$ cat src/rtl/spi_cmd_sequencer.sv
// spi_cmd_sequencer: fetches 16-bit command words from a show-ahead FIFO and
// drives chip select, SPI byte transfers, response pushes and timed delays.
// Optional SPI watchdog: define SEQ_TIMEOUT_EN to build it in. Without it
// err_timeout is tied low and the sequencer waits on spi_busy indefinitely.
module spi_cmd_sequencer #(
    parameter logic        CS_ACTIVE = 1'b0,
    parameter int unsigned DELAY_W   = 12,
    parameter int unsigned TIMEOUT_W = 16
) (
    input  logic        clock,
    input  logic        reset,
    input  logic        enable,
    input  logic        cmd_nempty,
    input  logic [15:0] cmd_data,
    output logic        cmd_pop,
    input  logic        rsp_full,
    output logic        rsp_push,
    output logic [7:0]  rsp_data,
    output logic        spi_go,
    output logic [7:0]  spi_din,
    input  logic        spi_busy,
    input  logic [7:0]  spi_dout,
    output logic        cs_out,
    output logic        busy,
    output logic        err_illegal,
    output logic        err_timeout,
    input  logic        clr_err
);

    typedef enum logic [2:0] {
        S_IDLE,
        S_EXEC,
        S_WAIT_START,
        S_WAIT_DONE,
        S_DELAY
    } state_e;

    typedef enum logic [3:0] {
        OP_NOP        = 4'h0,
        OP_CS_ASSERT  = 4'h1,
        OP_CS_RELEASE = 4'h2,
        OP_WRITE      = 4'h3,
        OP_XFER       = 4'h4,
        OP_DELAY      = 4'h5
    } opcode_e;

    // Operand field limits: DELAY count must fit the 12-bit operand.
    if (DELAY_W < 2 || DELAY_W > 12 || TIMEOUT_W < 2) begin : g_bad_params
        $error("spi_cmd_sequencer: DELAY_W must be 2..12 and TIMEOUT_W >= 2");
    end

    state_e               state_q, state_d;
    logic [15:0]          cmd_q, cmd_d;
    logic                 cs_q, cs_d;
    logic [7:0]           din_q, din_d;
    logic                 go_q, go_d;
    logic                 push_q, push_d;
    logic [7:0]           rdata_q, rdata_d;
    logic [DELAY_W-1:0]   cnt_q, cnt_d;
    logic                 ill_q, ill_d;

    logic [3:0]           opcode;
    logic [DELAY_W-1:0]   delay_operand;

    assign opcode        = cmd_q[15:12];
    assign delay_operand = cmd_q[DELAY_W-1:0];

`ifdef SEQ_TIMEOUT_EN
    // Watchdog fires on the (2^TIMEOUT_W - 1)th cycle spent in one wait state.
    localparam logic [TIMEOUT_W-1:0] WD_LIMIT = {{(TIMEOUT_W-1){1'b1}}, 1'b0};

    logic [TIMEOUT_W-1:0] wd_q, wd_d;
    logic                 to_q, to_d;
`endif

    // Next-state, command decode and registered-output updates.
    always_comb begin
        state_d = state_q;
        cmd_d   = cmd_q;
        cs_d    = cs_q;
        din_d   = din_q;
        go_d    = 1'b0;
        push_d  = 1'b0;
        rdata_d = rdata_q;
        cnt_d   = cnt_q;
        ill_d   = ill_q & ~clr_err;
        cmd_pop = 1'b0;
`ifdef SEQ_TIMEOUT_EN
        wd_d    = '0;
        to_d    = to_q & ~clr_err;
`endif

        unique case (state_q)
            S_IDLE: begin
                // Pop is combinational so the FIFO word and the pop share a cycle;
                // gating with reset keeps it low while reset is held.
                if (reset && enable && cmd_nempty) begin
                    cmd_pop = 1'b1;
                    cmd_d   = cmd_data;
                    state_d = S_EXEC;
                end
            end

            S_EXEC: begin
                case (opcode)
                    OP_NOP: begin
                        state_d = S_IDLE;
                    end
                    OP_CS_ASSERT: begin
                        cs_d    = CS_ACTIVE;
                        state_d = S_IDLE;
                    end
                    OP_CS_RELEASE: begin
                        cs_d    = ~CS_ACTIVE;
                        state_d = S_IDLE;
                    end
                    OP_WRITE, OP_XFER: begin
                        if (!(opcode == OP_XFER && rsp_full)) begin
                            din_d   = cmd_q[7:0];
                            go_d    = 1'b1;
                            state_d = S_WAIT_START;
                        end
                    end
                    OP_DELAY: begin
                        // EXEC itself is the first delay cycle.
                        cnt_d = delay_operand;
                        if (delay_operand <= DELAY_W'(1)) begin
                            state_d = S_IDLE;
                        end else begin
                            state_d = S_DELAY;
                        end
                    end
                    default: begin
                        ill_d   = 1'b1;
                        state_d = S_IDLE;
                    end
                endcase
            end

            S_WAIT_START: begin
                if (spi_busy) begin
                    state_d = S_WAIT_DONE;
                end
`ifdef SEQ_TIMEOUT_EN
                else if (wd_q == WD_LIMIT) begin
                    to_d    = 1'b1;
                    state_d = S_IDLE;
                end else begin
                    wd_d = wd_q + TIMEOUT_W'(1);
                end
`endif
            end

            S_WAIT_DONE: begin
                if (!spi_busy) begin
                    if (opcode == OP_XFER) begin
                        rdata_d = spi_dout;
                        push_d  = 1'b1;
                    end
                    state_d = S_IDLE;
                end
`ifdef SEQ_TIMEOUT_EN
                else if (wd_q == WD_LIMIT) begin
                    to_d    = 1'b1;
                    state_d = S_IDLE;
                end else begin
                    wd_d = wd_q + TIMEOUT_W'(1);
                end
`endif
            end

            S_DELAY: begin
                cnt_d = cnt_q - DELAY_W'(1);
                if (cnt_q <= DELAY_W'(2)) begin
                    state_d = S_IDLE;
                end
            end

            default: begin
                state_d = S_IDLE;
            end
        endcase
    end

    // State and output registers; reset aborts any transfer and releases CS.
    always_ff @(posedge clock or negedge reset) begin
        if (!reset) begin
            state_q <= S_IDLE;
            cmd_q   <= '0;
            cs_q    <= ~CS_ACTIVE;
            din_q   <= '0;
            go_q    <= 1'b0;
            push_q  <= 1'b0;
            rdata_q <= '0;
            cnt_q   <= '0;
            ill_q   <= 1'b0;
        end else begin
            state_q <= state_d;
            cmd_q   <= cmd_d;
            cs_q    <= cs_d;
            din_q   <= din_d;
            go_q    <= go_d;
            push_q  <= push_d;
            rdata_q <= rdata_d;
            cnt_q   <= cnt_d;
            ill_q   <= ill_d;
        end
    end

`ifdef SEQ_TIMEOUT_EN
    // Watchdog counter and sticky timeout flag.
    always_ff @(posedge clock or negedge reset) begin
        if (!reset) begin
            wd_q <= '0;
            to_q <= 1'b0;
        end else begin
            wd_q <= wd_d;
            to_q <= to_d;
        end
    end

    assign err_timeout = to_q;
`else
    assign err_timeout = 1'b0;
`endif

    assign busy        = (state_q != S_IDLE);
    assign spi_go      = go_q;
    assign spi_din     = din_q;
    assign rsp_push    = push_q;
    assign rsp_data    = rdata_q;
    assign cs_out      = cs_q;
    assign err_illegal = ill_q;

endmodule

$ cat config.mk
export PLATFORM = sky130hd
export DESIGN_NAME = spi_cmd_sequencer
export DESIGN_NICKNAME = d
export VERILOG_FILES = /design/src/rtl/spi_cmd_sequencer.sv
export SDC_FILE = /design/constraint.sdc
export NUM_CORES = 1
export LEC_CHECK = 0
export CAP_MARGIN = 30
export CORE_MARGIN = 2
export CORE_UTILIZATION = 30
export DETAILED_ROUTE_END_ITERATION = 10
export GPL_ROUTABILITY_DRIVEN = 0
export PLACE_DENSITY_LB_ADDON = 0.3
export REMOVE_ABC_BUFFERS = 1
export SETUP_SLACK_MARGIN = 0.5
export SLEW_MARGIN = 5
export SYNTH_ARGS = -nofsm -noshare
export SYNTH_HDL_FRONTEND = slang
export SYNTH_SLANG_ARGS = --single-unit
$ cat constraint.sdc
create_clock -name clock -period 2.2 [get_ports clock]
set_input_delay 0.33 -clock clock [delete_from_list [all_inputs] [get_ports clock]]
set_output_delay 0.33 -clock clock [all_outputs]
set_load 0.02 [all_outputs]
==> flow_summary.json <==
{
  "status": "completed",
  "setup_tns_ns": 0,
  "die_y_um": 92.67,
  "grt_use_total": 0.1304,
  "crit_slowest_cell": "or3b_4",
  "grt.overflow.total": 0,
  "postRouteAntennaNets": 0,
  "die_area_um2": 8587,
  "crit_arrival_ns": 1.91,
  "clk_path_buf_depth": 2,
  "drive_gt1_frac": 0.3035,
  "yosysTopAreaCellShare": 0.5305,
  "critPathLaunchType": "flip-flop",
  "numPortBuffers": 52,
  "max_freq_mhz": 580.2,
  "cts_tree": "yes",
  "finClkSkew_ns": 0.008630,
  "synth_area_leader_cell": "dfrtp_1",
  "slew_violations": 0,
  "slew_headroom": 0.5696,
  "synth_cell_types": 50,
  "syn_area_um2": 2359,
  "grt_setup_unrepaired": "true",
  "chipWidth_um": 92.67,
  "ys_ff_latch": 51,
  "final_core_util": 0.4215,
  "nets": 289,
  "cts.sinks": 51,
  "power_density_nw_per_um2": 1148,
  "ys_seq_area_frac": 0.5416,
  "worst_pin_slew_ns": 0.6456,
  "synthTopCellsByArea": "dfrtp_1 (53%), mux2_2 (15%), nor2_1 (1.9%)",
  "placed_area_um2": 2995,
  "initial_core_util": 0.3068,
  "finalCriticalPeriod_ns": 1.724,
  "peakVddDrop_mv": 0.5216,
  "leakagePower_nw": 1.394,
  "setup-violations-final": 0,
  "drt_wl_total_um": 5487,
  "slowest_delay_ns": 0.44,
  "maxCapViolCount": 0,
  "grt_start_max_net_pins": 52,
  "grt_pass1_vias": 1753,
  "cp_max_fo": 7,
  "boundaryPins": 54,
  "timing.final.ws_setup_ns": 0.4763,
  "dp_cells": 345,
  "synth_edf_count": 0,
  "fin_cells": 359,
  "dpl.hpwl_um": 3567,
  "cts-root-buf": "clkbuf_8",
  "yosys_warnings": 0,
  "clk_pin_slew_ns": 0.09,
  "area_growth_pct": 37.40,
  "total_power_mw": 3.720,
  "htreeDepth": 2,
  "drtPass1Iterations": 4,
  "synthCells": 191,
  "avgSynthCellArea_um2": 12.35,
  "finalHoldWorstSlack_ns": 0.1531,
  "numCtsBuffers": 5,
  "insertion_delay_ns": 0.31,
  "drc": 0,
  "vias_per_cell": 4.919,
  "critPathKind": "reg -> reg",
  "antenna_found_initial": 0,
  "synth_flop_cell": "dfrtp_1",
  "worstSetupEndpointType": "flip-flop",
  "antenna_cells": 0,
  "dp_slack_ns": 0.1329,
  "grt_pass1_wl_um": 8804,
  "async_reset_ff_frac": 1.000,
  "core_area_um2": 7687,
  "rows": 32,
  "hold_viol": 0,
  "post_drt_wl_per_cell_um": 15.28,
  "final_area_um2": 3241,
  "crit_buf_inv": 1,
  "critPathTopFamily": "simple AND/OR/NAND/NOR gates",
  "period_share": 0.7835,
  "worstPathCellList": "buf_6 -> or3b_4 -> or4_4 -> nand3_1 -> o211ai_1",
  "drt_iter0_drc": 85,
  "cp.required_ns": 2.39,
  "num_vias": 1766,
  "holdCritPathClass": "in -> async"
}
==> registers in the layout (all words and copies together) (netlist names) <==
name / cells
cmd_q: 16
cnt_q: 12
cs_out: 1
err_illegal: 1
rsp_data: 8
rsp_push: 1
spi_din: 8
spi_go: 1
state_q: 3
==> cell usage in the layout, fill, tap and decap left out, types with 5 or more instances in the layout <==
| master | count |
|---|---|
| a21oi_1 | 5 |
| inv_1 | 7 |
| nand3_1 | 7 |
| dfrtp_1 | 48 |
| buf_4 | 9 |
| clkdlybuf4s50_1 | 48 |
| buf_6 | 5 |
| nor2_1 | 11 |
| mux2_2 | 31 |
| nor3_1 | 6 |
| clkbuf_8 | 7 |
| nand2_1 | 10 |
==> final cells by class <==
type | instances | area, µm²
repair buffers | 65 | 623.1
multi-input cells | 126 | 1084
fillers | 750 | 4447
well taps | 102 | 127.6
clock buffers | 8 | 100.1
inverters | 7 | 26.28
flip-flops and latches | 51 | 1280
==> report_power, final <==
group          internal [mW]  switching (mW)  total [mW]
clock                  0.288           0.309       0.596
combinational          0.760           0.663        1.42
sequential              1.30           0.399        1.70
total                   2.35            1.37        3.72
==> logic make-up after synthesis <==
logic type      after synthesis  share of synthesized area
buf+inv                      15                    0.03925
compound gates               32                    0.09975
other cells                   1                   0.001590
fa+ha+maj                     2                    0.01061
flops                        51                     0.5416
simple gates                 59                     0.1592
mux                          31                     0.1480
==> synthesized netlist by cell type (all sizes together) (2+ instances only) <==
| cell | instances |
|---|---|
| a211oi | 3 |
| buf | 7 |
| nor3b | 3 |
| o311ai | 2 |
| nor4 | 4 |
| o211ai | 3 |
| nand4 | 2 |
| a21oi | 5 |
| nor2b | 2 |
| dfrtp | 50 |
| inv | 7 |
| or4 | 3 |
| nand3 | 7 |
| nand2 | 11 |
| and3 | 2 |
| ha | 2 |
| o21ai | 4 |
| mux2 | 31 |
| o221a | 2 |
| nor3 | 7 |
| nor4b | 2 |
| nor2 | 13 |
==> path summary, 6_finish.rpt <==
path | startpoint | to | slack, ns | cells after the start
max | state_q[0] | cnt_q[3] | 0.48 | 5
min | reset | rsp_push | 0.15 | 2
max reg2reg | state_q[0] | cnt_q[3] | 0.48 | 5
min reg2reg | rsp_data[3] | rsp_data[3] | 0.51 | 1
max in group asynchronous | reset | cnt_q[1] | 1.58 | 2
min in group clock | rsp_data[3] | rsp_data[3] | 0.51 | 1
==> routing by layer <==
| metal | wire length, µm | part of all wire | track usage | up-vias |
|---|---|---|---|---|
| li1 | - | - | - | 835 |
| met1 | 2692 | 0.49 | 0.1898 | 895 |
| met2 | 2571 | 0.47 | 0.1946 | 32 |
| met3 | 157 | 0.029 | 0.02278 | 4 |
| met4 | 65 | 0.012 | 0.04779 | 0 |
| met5 | 0 | 0 | 0 | - |
==> repair_timing <==
item / in CTS / in global routing
hold buffers: 0 / 0
pin swaps: 3 / 7
gates resized for setup: 18 / 17
cloned: 0 / 1
setup buffers: 2 / 3
setup endpoints to repair: 43 / 41
Note: power is estimated with default switching activity, not from simulation.
